[config.mk]
export PLATFORM = sky130hd
export DESIGN_NAME = cmac_gt_reset_seq
export DESIGN_NICKNAME = d
export VERILOG_FILES = /design/src/rtl/cmac_gt_reset_pkg.sv /design/src/rtl/cdc_sync_bit.sv /design/src/rtl/cmac_gt_reset_seq.sv
export SDC_FILE = /design/constraint.sdc
export NUM_CORES = 1
export LEC_CHECK = 0
export BUFFER_PORTS_ARGS = -buffer_cell sky130_fd_sc_hd__buf_2
export CAP_MARGIN = 40
export CELL_PAD_IN_SITES_DETAIL_PLACEMENT = 1
export CELL_PAD_IN_SITES_GLOBAL_PLACEMENT = 1
export CORE_UTILIZATION = 35
export CTS_BUF_LIST = sky130_fd_sc_hd__clkbuf_4 sky130_fd_sc_hd__clkbuf_8
export DETAILED_ROUTE_END_ITERATION = 16
export GPL_ROUTABILITY_DRIVEN = 0
export PLACE_DENSITY_LB_ADDON = 0.1
export SLEW_MARGIN = 40
export SYNTH_ARGS = -nofsm -noshare
export SYNTH_HDL_FRONTEND = slang
export SYNTH_SLANG_ARGS = --single-unit
[constraint.sdc]
create_clock -name clk -period 2.3 [get_ports clk]
set_input_delay 0.115 -clock clk [delete_from_list [all_inputs] [get_ports clk]]
set_output_delay 0.115 -clock clk [all_outputs]
set_load 0.1 [all_outputs]
[src/rtl/cmac_gt_reset_pkg.sv]
// Shared types and constants for the CMAC GT reset sequencer.
package cmac_gt_reset_pkg;

    // Width of the saturating timeout/retry counter.
    localparam int RETRY_W = 4;

    // Sequencer states. The encodings are visible on state_out for debug.
    typedef enum logic [2:0] {
        ST_WAIT_PG    = 3'd0,
        ST_SETTLE     = 3'd1,
        ST_ASSERT_RST = 3'd2,
        ST_WAIT_DONE  = 3'd3,
        ST_READY      = 3'd4,
        ST_FAIL       = 3'd5
    } gt_rst_state_e;

    // Largest of three cycle counts; this sizes the shared phase counter.
    function automatic int max3(input int a, input int b, input int c);
        int m;
        m = (a > b) ? a : b;
        return (m > c) ? m : c;
    endfunction

endpackage

[src/rtl/cdc_sync_bit.sv]
// Single-bit multi-flop synchronizer for a level signal that is
// asynchronous to clk. The stages are cleared by the synchronous reset.
module cdc_sync_bit #(
    parameter int SYNC_STAGES = 2
) (
    input  logic clk_i,
    input  logic rst_i,
    input  logic d_i,
    output logic q_o
);

    (* ASYNC_REG = "TRUE" *) logic [SYNC_STAGES-1:0] sync_q;

    // Shift the asynchronous input through the synchronizer chain.
    always_ff @(posedge clk_i) begin
        if (rst_i) begin
            sync_q <= '0;
        end else begin
            sync_q <= {sync_q[SYNC_STAGES-2:0], d_i};
        end
    end

    assign q_o = sync_q[SYNC_STAGES-1];

endmodule

[src/rtl/cmac_gt_reset_seq.sv]
// Reset sequencer for the CMAC GT quad. Holds the transceiver and the CMAC
// core in reset until power-good has been stable, pulses the GT reset-all,
// then waits for TX/RX reset-done with timeout and bounded retry.
module cmac_gt_reset_seq
    import cmac_gt_reset_pkg::*;
#(
    parameter int SYNC_STAGES      = 2,
    parameter int SETTLE_CYCLES    = 1024,
    parameter int RST_PULSE_CYCLES = 64,
    parameter int TIMEOUT_CYCLES   = 1048576,
    parameter int MAX_RETRIES      = 7
) (
    input  logic               clk,
    input  logic               rst,
    input  logic               gt_powergood_in,
    input  logic               tx_reset_done_in,
    input  logic               rx_reset_done_in,
    output logic               gt_reset_all_out,
    output logic               cmac_reset_out,
    output logic               gt_ready_out,
    output logic               timeout_pulse_out,
    output logic [RETRY_W-1:0] retry_count_out,
    output logic [2:0]         state_out
);

    localparam int CNT_MAX = max3(SETTLE_CYCLES, RST_PULSE_CYCLES, TIMEOUT_CYCLES);
    localparam int CNT_W   = $clog2(CNT_MAX) + 1;

    localparam logic [CNT_W-1:0]   SETTLE_LAST  = CNT_W'(SETTLE_CYCLES - 1);
    localparam logic [CNT_W-1:0]   PULSE_LAST   = CNT_W'(RST_PULSE_CYCLES - 1);
    localparam logic [CNT_W-1:0]   TIMEOUT_LAST = CNT_W'(TIMEOUT_CYCLES - 1);
    localparam logic [RETRY_W-1:0] RETRY_LIMIT  = RETRY_W'(MAX_RETRIES);
    localparam logic [RETRY_W-1:0] RETRY_SAT    = {RETRY_W{1'b1}};

    logic pg_s;
    logic txd_s;
    logic rxd_s;
    logic link_ok_s;
    logic [RETRY_W-1:0] retry_inc_s;

    gt_rst_state_e      state_q, state_d;
    logic [CNT_W-1:0]   cnt_q, cnt_d;
    logic [RETRY_W-1:0] retry_q, retry_d;
    logic               pulse_d;
    logic               gt_reset_all_q;
    logic               cmac_reset_q;
    logic               gt_ready_q;
    logic               pulse_q;

    cdc_sync_bit #(.SYNC_STAGES(SYNC_STAGES)) u_sync_pg (
        .clk_i (clk),
        .rst_i (rst),
        .d_i   (gt_powergood_in),
        .q_o   (pg_s)
    );

    cdc_sync_bit #(.SYNC_STAGES(SYNC_STAGES)) u_sync_txd (
        .clk_i (clk),
        .rst_i (rst),
        .d_i   (tx_reset_done_in),
        .q_o   (txd_s)
    );

    cdc_sync_bit #(.SYNC_STAGES(SYNC_STAGES)) u_sync_rxd (
        .clk_i (clk),
        .rst_i (rst),
        .d_i   (rx_reset_done_in),
        .q_o   (rxd_s)
    );

    assign link_ok_s   = pg_s & txd_s & rxd_s;
    assign retry_inc_s = (retry_q == RETRY_SAT) ? retry_q : (retry_q + RETRY_W'(1));

    // Next-state decode; the counter clears on every transition and counts
    // only while a timed phase is still running.
    always_comb begin
        state_d = state_q;
        cnt_d   = '0;
        retry_d = retry_q;
        pulse_d = 1'b0;
        case (state_q)
            ST_WAIT_PG: begin
                if (pg_s) begin
                    state_d = ST_SETTLE;
                end else begin
                    state_d = ST_WAIT_PG;
                end
            end
            ST_SETTLE: begin
                if (!pg_s) begin
                    state_d = ST_WAIT_PG;
                end else if (cnt_q == SETTLE_LAST) begin
                    state_d = ST_ASSERT_RST;
                end else begin
                    cnt_d = cnt_q + CNT_W'(1);
                end
            end
            ST_ASSERT_RST: begin
                if (!pg_s) begin
                    state_d = ST_WAIT_PG;
                end else if (cnt_q == PULSE_LAST) begin
                    state_d = ST_WAIT_DONE;
                end else begin
                    cnt_d = cnt_q + CNT_W'(1);
                end
            end
            ST_WAIT_DONE: begin
                // Done is tested before the timeout so a coincident done wins.
                if (!pg_s) begin
                    state_d = ST_WAIT_PG;
                end else if (txd_s && rxd_s) begin
                    state_d = ST_READY;
                end else if (cnt_q == TIMEOUT_LAST) begin
                    pulse_d = 1'b1;
                    retry_d = retry_inc_s;
                    if (retry_inc_s >= RETRY_LIMIT) begin
                        state_d = ST_FAIL;
                    end else begin
                        state_d = ST_ASSERT_RST;
                    end
                end else begin
                    cnt_d = cnt_q + CNT_W'(1);
                end
            end
            ST_READY: begin
                if (!link_ok_s) begin
                    state_d = ST_WAIT_PG;
                end else begin
                    state_d = ST_READY;
                end
            end
            ST_FAIL: begin
                state_d = ST_FAIL;
            end
            default: begin
                state_d = ST_WAIT_PG;
            end
        endcase
    end

    // State, counter and outputs; outputs follow the state being entered so
    // they change in the same cycle as the state register.
    always_ff @(posedge clk) begin
        if (rst) begin
            state_q        <= ST_WAIT_PG;
            cnt_q          <= '0;
            retry_q        <= '0;
            gt_reset_all_q <= 1'b1;
            cmac_reset_q   <= 1'b1;
            gt_ready_q     <= 1'b0;
            pulse_q        <= 1'b0;
        end else begin
            state_q        <= state_d;
            cnt_q          <= cnt_d;
            retry_q        <= retry_d;
            gt_reset_all_q <= !((state_d == ST_WAIT_DONE) || (state_d == ST_READY));
            cmac_reset_q   <= (state_d != ST_READY);
            gt_ready_q     <= (state_d == ST_READY);
            pulse_q        <= pulse_d;
        end
    end

    assign gt_reset_all_out  = gt_reset_all_q;
    assign cmac_reset_out    = cmac_reset_q;
    assign gt_ready_out      = gt_ready_q;
    assign timeout_pulse_out = pulse_q;
    assign retry_count_out   = retry_q;
    assign state_out         = state_q;

endmodule

## Yosys cells after proc, flatten, opt, wreduce, memory -nomap -nowiden

Cells that the tools add are included.

- Bits in registers: 38
- Output and inout port bits: 11

- Add/sub/neg operators: 2
- $lt $le $gt $ge: 1
- Equality and inequality tests: 12
- Muxes and demuxes: 21
- Bitwise gates (word level): 5
- Reduce and logical (&&, ||, !) cells: 6

Operators with widths:

| cell | count |
|---|---|
| $mux 21 | 7 |
| $pmux 21 s3 | 1 |
| $mux 3 | 9 |
| $add 21x1->21 const B | 1 |
| $eq 21x10->1 const B | 1 |
| $eq 21x20->1 const B | 1 |
| $eq 21x6->1 const B | 1 |
| $pmux 3 s6 | 1 |
| $eq 3x2->1 const B | 3 |
| $eq 3x3->1 const B | 3 |
| $add 4x1->4 const B | 1 |
| $eq 4x4->1 const B | 1 |
| $ge 4x3->1 const B | 1 |
| $mux 4 | 1 |
| $reduce_and 4->1 | 1 |
| $reduce_or 4->1 | 1 |
| $eq 3x1->1 const B | 1 |
| $logic_not 3->1 | 1 |
| $ne 3x3->1 const B | 1 |
| $not 1->1 | 3 |
| $and 1x1->1 | 2 |
| $mux 1 | 2 |
| $logic_and 1x1->1 | 1 |
| $logic_not 1->1 | 1 |
| $logic_or 1x1->1 | 1 |

## Longest topological paths before layout

- Word-level depth: 11
- Depth in mapped cells: 8

## Modules after synthesis

Synthesis repeated with hierarchy kept, for this count alone.

- Cells, all modules: 189
- Area, all modules: 1761.7 um^2

By module, submodules not included:

| module | times used | cells each | area each (um^2) |
|---|---|---|---|
| cmac_gt_reset_seq | 1 | 177 | 1604.0 |
| cdc_sync_bit | 3 | 4 | 52.6 |

## Worst setup path before layout

OpenSTA, ideal clock, no wires.

- Path kind: reg2reg
- Start: reg retry_q[0], in the netlist retry_count_out[0]
- End: reg cmac_reset_q, in the netlist cmac_reset_out
- Library setup time: 120 ps
- Arrival: 2887 ps
- Slack: -707 ps
- Cell stages (with the launch flop): 8
- Path buffers: 0
- Period minus slack after synthesis: 3007 ps
- Path through: dfxtp_1 > ha_1 > a21boi_0 > o32a_1 > a2111oi_0 > o211ai_1 > a211o_1 > or2_1

- Word-level cells in the longest chain between the ends: 9
- Elaborated cells on any way between the ends: 10

RTL lines:

| what | line | text |
|---|---|---|
| from (decl) | cmac_gt_reset_seq.sv:43 | `logic [RETRY_W-1:0] retry_q, retry_d;` |
| from (signal assigned) | cmac_gt_reset_seq.sv:155 | `retry_q <= retry_d;` |
| $add 4x1->4 or $eq 4x4->1 (tied branches) | cmac_gt_reset_seq.sv:72 | `assign retry_inc_s = (retry_q == RETRY_SAT) ? retry_q : (retry_q + RETRY_W'(1));` |
| $mux 4 (*) | cmac_gt_reset_seq.sv:72 |  |
| $ge 4x3->1 (*) | cmac_gt_reset_seq.sv:116 | `if (retry_inc_s >= RETRY_LIMIT) begin` |
| $mux 3 (*) | cmac_gt_reset_seq.sv:116 |  |
| $mux 3 (*) | cmac_gt_reset_seq.sv:113 | `end else if (cnt_q == TIMEOUT_LAST) begin` |
| $mux 3 (*) | cmac_gt_reset_seq.sv:111 | `end else if (txd_s && rxd_s) begin` |
| $mux 3 (*) | cmac_gt_reset_seq.sv:109 | `if (!pg_s) begin` |
| $pmux 3 s6 (*) | cmac_gt_reset_seq.sv:81 | `case (state_q)` |
| $ne 3x3->1 (*) | cmac_gt_reset_seq.sv:157 | `cmac_reset_q <= (state_d != ST_READY);` |
| to (signal assigned) | cmac_gt_reset_seq.sv:157 |  |
| to (decl) | cmac_gt_reset_seq.sv:46 | `logic cmac_reset_q;` |

Mark *: on every way between the ends. The rest lies on a longest branch, timed or not.
A chain may end at the register's enable or synchronous reset.

## Worst setup path in the final report

- Start: reg cnt_q[0]
- End: reg cmac_reset_q, in the netlist cmac_reset_out

- Word-level cells in the longest chain between the ends: 6
- Elaborated cells on any way between the ends: 12

RTL lines:

| what | line | text |
|---|---|---|
| from (decl) | cmac_gt_reset_seq.sv:42 | `logic [CNT_W-1:0] cnt_q, cnt_d;` |
| from (signal assigned) | cmac_gt_reset_seq.sv:154 | `cnt_q <= cnt_d;` |
| $eq 21x20->1 | cmac_gt_reset_seq.sv:113 |  |
| $mux 3 | cmac_gt_reset_seq.sv:113 |  |
| $mux 3 | cmac_gt_reset_seq.sv:111 |  |
| $mux 3 | cmac_gt_reset_seq.sv:109 |  |
| $pmux 3 s6 (*) | cmac_gt_reset_seq.sv:81 |  |
| $ne 3x3->1 (*) | cmac_gt_reset_seq.sv:157 |  |

Marked as above.

==> results_dict.tcl <==
set metrics [dict create \
    synth_compound_area_frac 0.0977 \
    outcome "finished clean" \
    hp-class "input pin to flop" \
    synth-simple-area-share 0.315 \
    synth_ff_type "dfxtp_1" \
    clk_pin_slew_ps 70 \
    routed-via-count 1406 \
    io_buffer_count 15 \
    grt_usage 0.166 \
    cts_made_buffers 5 \
    peakVddDrop_uv 319 \
    switching_power_uw 239 \
    ys_types 44 \
    route.detailed.drc 0 \
    grt_pass1_vias 1503 \
    r2r_slack_ps 120 \
    diodes 0 \
    rr_endpoint "cmac_reset_out" \
    synth_xor_area_frac 0.101 \
    clock_skew_ps 2.42 \
    initial_core_util 0.366 \
    rows 25 \
    rsz0062_at_grt "false" \
    p_leak_nw 0.754 \
    fp.dieW_um 72.3 \
    seq_power_share 0.598 \
    ys_warn_count 0 \
    setup_viol 0 \
    cts_hold_buf 0 \
    final_area_mm2 0.00203 \
    fmax_mhz 458 \
    cts_buffer_depth 2 \
    reg2reg_depth 7 \
    final_common_cell "nor2_1" \
    crit_fanout 4 \
    ys_ff_latch 38 \
    synth_area_per_cell_um2 9.05 \
    wl_per_cell_um 13.5 \
    critical_path_class "flop to flop" \
    ys_seq_area_frac 0.440 \
    postCtsSetupBuffers 0 \
    period_minus_slack_ps 2180 \
    antenna_left 0 \
    final_cell_mix "34 x nor2_1, 33 x dfxtp_1, 15 x buf_2, 12 x xor2_1" \
    slew_viol_final 0 \
    io_pins 16 \
    synth_adder_area_share 0.0145 \
    comb_power_share 0.025 \
    slew_headroom 0.594 \
    start_kind "flop" \
    r2r-start "cnt_q[0]" \
    hp-start "gt_powergood_in" \
    synthCells 191 \
    end_kind "flop" \
    cp_data_required_time_ps 2470 \
    p_int_uw 874 \
    cts-resized-gates 0 \
    maxCapViolCount 0 \
    fin_crit_sh 0.949 \
    synth_edf_count 0 \
    drive_gt1_frac 0.191 \
    netlist_area_mm2 0.00173 \
    grt_max_degree 22 \
    first_pass_iters 4 \
    synth_top_area_frac 0.440 \
    hold-worst-slack_ps 41.5 \
    hpwlAfterDp_um 2820 \
    cts-root-buf "clkbuf_8" \
    area_growth_pct 17.6 \
    hold_end "u_sync_pg.sync_q[0]" \
    tritoncts "yes" \
    cts_max_level 2 \
    grt.overflow.total 0 \
    synth_top_family_by_area "simple AND/OR/NAND/NOR gates" \
    die_h_um 72.3 \
    first_iter_violations 46 \
    coreArea_mm2 0.00472 \
    p_per_area_mw_per_mm2 547 \
    synthArstFlopShare 0 \
    grt_pass1_wl_um 6710 \
    clkPwrFrac 0.377 \
    grt_antenna_before_repair 0 \
    clk_latency_ps 280 \
    cts_num_sinks 38 \
    dieArea_mm2 0.00523 \
    critPathArrivalTime_ps 2350 \
    yosys-mux-area-fraction 0.0116 \
    postPlaceCellArea_mm2 0.00194 \
    wl_um 3800 \
    netlist_top_cells_area "dfxtp_1 44%, nor2_1 7.4%, xor2_1 6.1%, xnor2_1 4.1%, nor2b_1 3.6%" \
    nets 221 \
    swShare 0.214 \
    worst_slew_pin_slew_ps 607 \
    vias_per_cell 4.99 \
    hold_depth 2 \
    final_hold_viol_count 0 \
    synth_nets 198 \
    synth_top_area_cell "dfxtp_1" \
]
## through the flow
step           setup TNS, ps  worst slack (ps)  utilization  total power, mW  std cells
2_1_floorplan          -41.9             -41.9            -            0.700        191
3_3_place_gp               0               148        0.412            0.707        274
3_5_place_dp               0              70.3        0.412            0.708        274
4_1_cts                    0              61.9        0.429             1.13        282
5_1_grt                    0              1.99        0.430             1.16        282
6_report                   0               116        0.430             1.11        282
## cell families after synthesis
kind of cell | after synthesis
AO/OA/AOI/OAI | 22
XOR/XNOR | 20
adder cells (fa/ha/maj) | 2
buffers and inverters | 9
flip-flops | 38
multiplexers | 2
AND/OR/NAND/NOR | 98
## flip-flops by register name, indices dropped and copies added, names as in the netlist
register	cells
retry_count_out	4
timeout_pulse_out	1
gt_ready_out	1
u_sync_rxd.sync_q	2
u_sync_txd.sync_q	2
cmac_reset_out	1
cnt_q	21
gt_reset_all_out	1
state_out	3
u_sync_pg.sync_q	2
## worst max-delay path: stages, from the launching register on
cell and delay (ps):
dfxtp_1 360, ha_2 220, and4_4 250, nand3_4 70, or3_4 360, nand3b_4 170
a311o_1 410, or2_1 250
## per-layer routing
| layer | up-vias | track usage | wire length [um] | part of all wire |
|---|---|---|---|---|
| met5 | - | 0 | 0 | 0 |
| met4 | 0 | 0.0697 | 61 | 0.016 |
| met3 | 6 | 0.0417 | 91 | 0.024 |
| met2 | 16 | 0.290 | 1920 | 0.51 |
| met1 | 677 | 0.193 | 1730 | 0.45 |
| li1 | 707 | - | - | - |
## Yosys cell counts (2+ instances only)
library cell / number
o21ai_0: 3
xnor2_1: 8
nor3b_1: 3
or2_1: 2
nor3_1: 6
a31oi_1: 2
nor2_1: 34
a21boi_0: 2
mux2i_1: 2
nand3_1: 9
xor2_1: 12
nand2_1: 10
o211ai_1: 2
inv_1: 4
nand3_4: 2
nor4_1: 2
a21o_1: 2
nor2b_1: 10
ha_1: 2
and3_1: 4
nand4_1: 5
nand2b_1: 2
dfxtp_1: 38
clkbuf_1: 5
## power by group through the flow
stage,sequential (mW),combinational (mW),clock [mW]
2_1_floorplan,0.684,0.0161,0
3_3_place_gp,0.680,0.0276,0
3_5_place_dp,0.680,0.0280,0
4_1_cts,0.665,0.0281,0.436
5_1_grt,0.665,0.0308,0.465
6_report,0.665,0.0279,0.420
## how the worst max path moves through the flow
stage	depth (start not counted)	slack, ps	from	end
floorplan	7	-40	retry_count_out[0]	cmac_reset_out
global placement	7	150	retry_count_out[1]	cmac_reset_out
detailed placement	7	70	retry_count_out[1]	cmac_reset_out
CTS	7	60	retry_count_out[1]	cmac_reset_out
global route	6	2	cnt_q[16]	cmac_reset_out
finish	7	120	cnt_q[0]	cmac_reset_out
## layout make-up
type                    count  area (um2)
well taps                  67        83.8
multi-input cells         144         958
fillers                   556        2690
clock inverters             3        11.3
clock buffers               5        68.8
flip-flops and latches     38         772
repair buffers             21         124
inverters                   4        15.0
No activity file was read; power rests on OpenSTA's default activity.
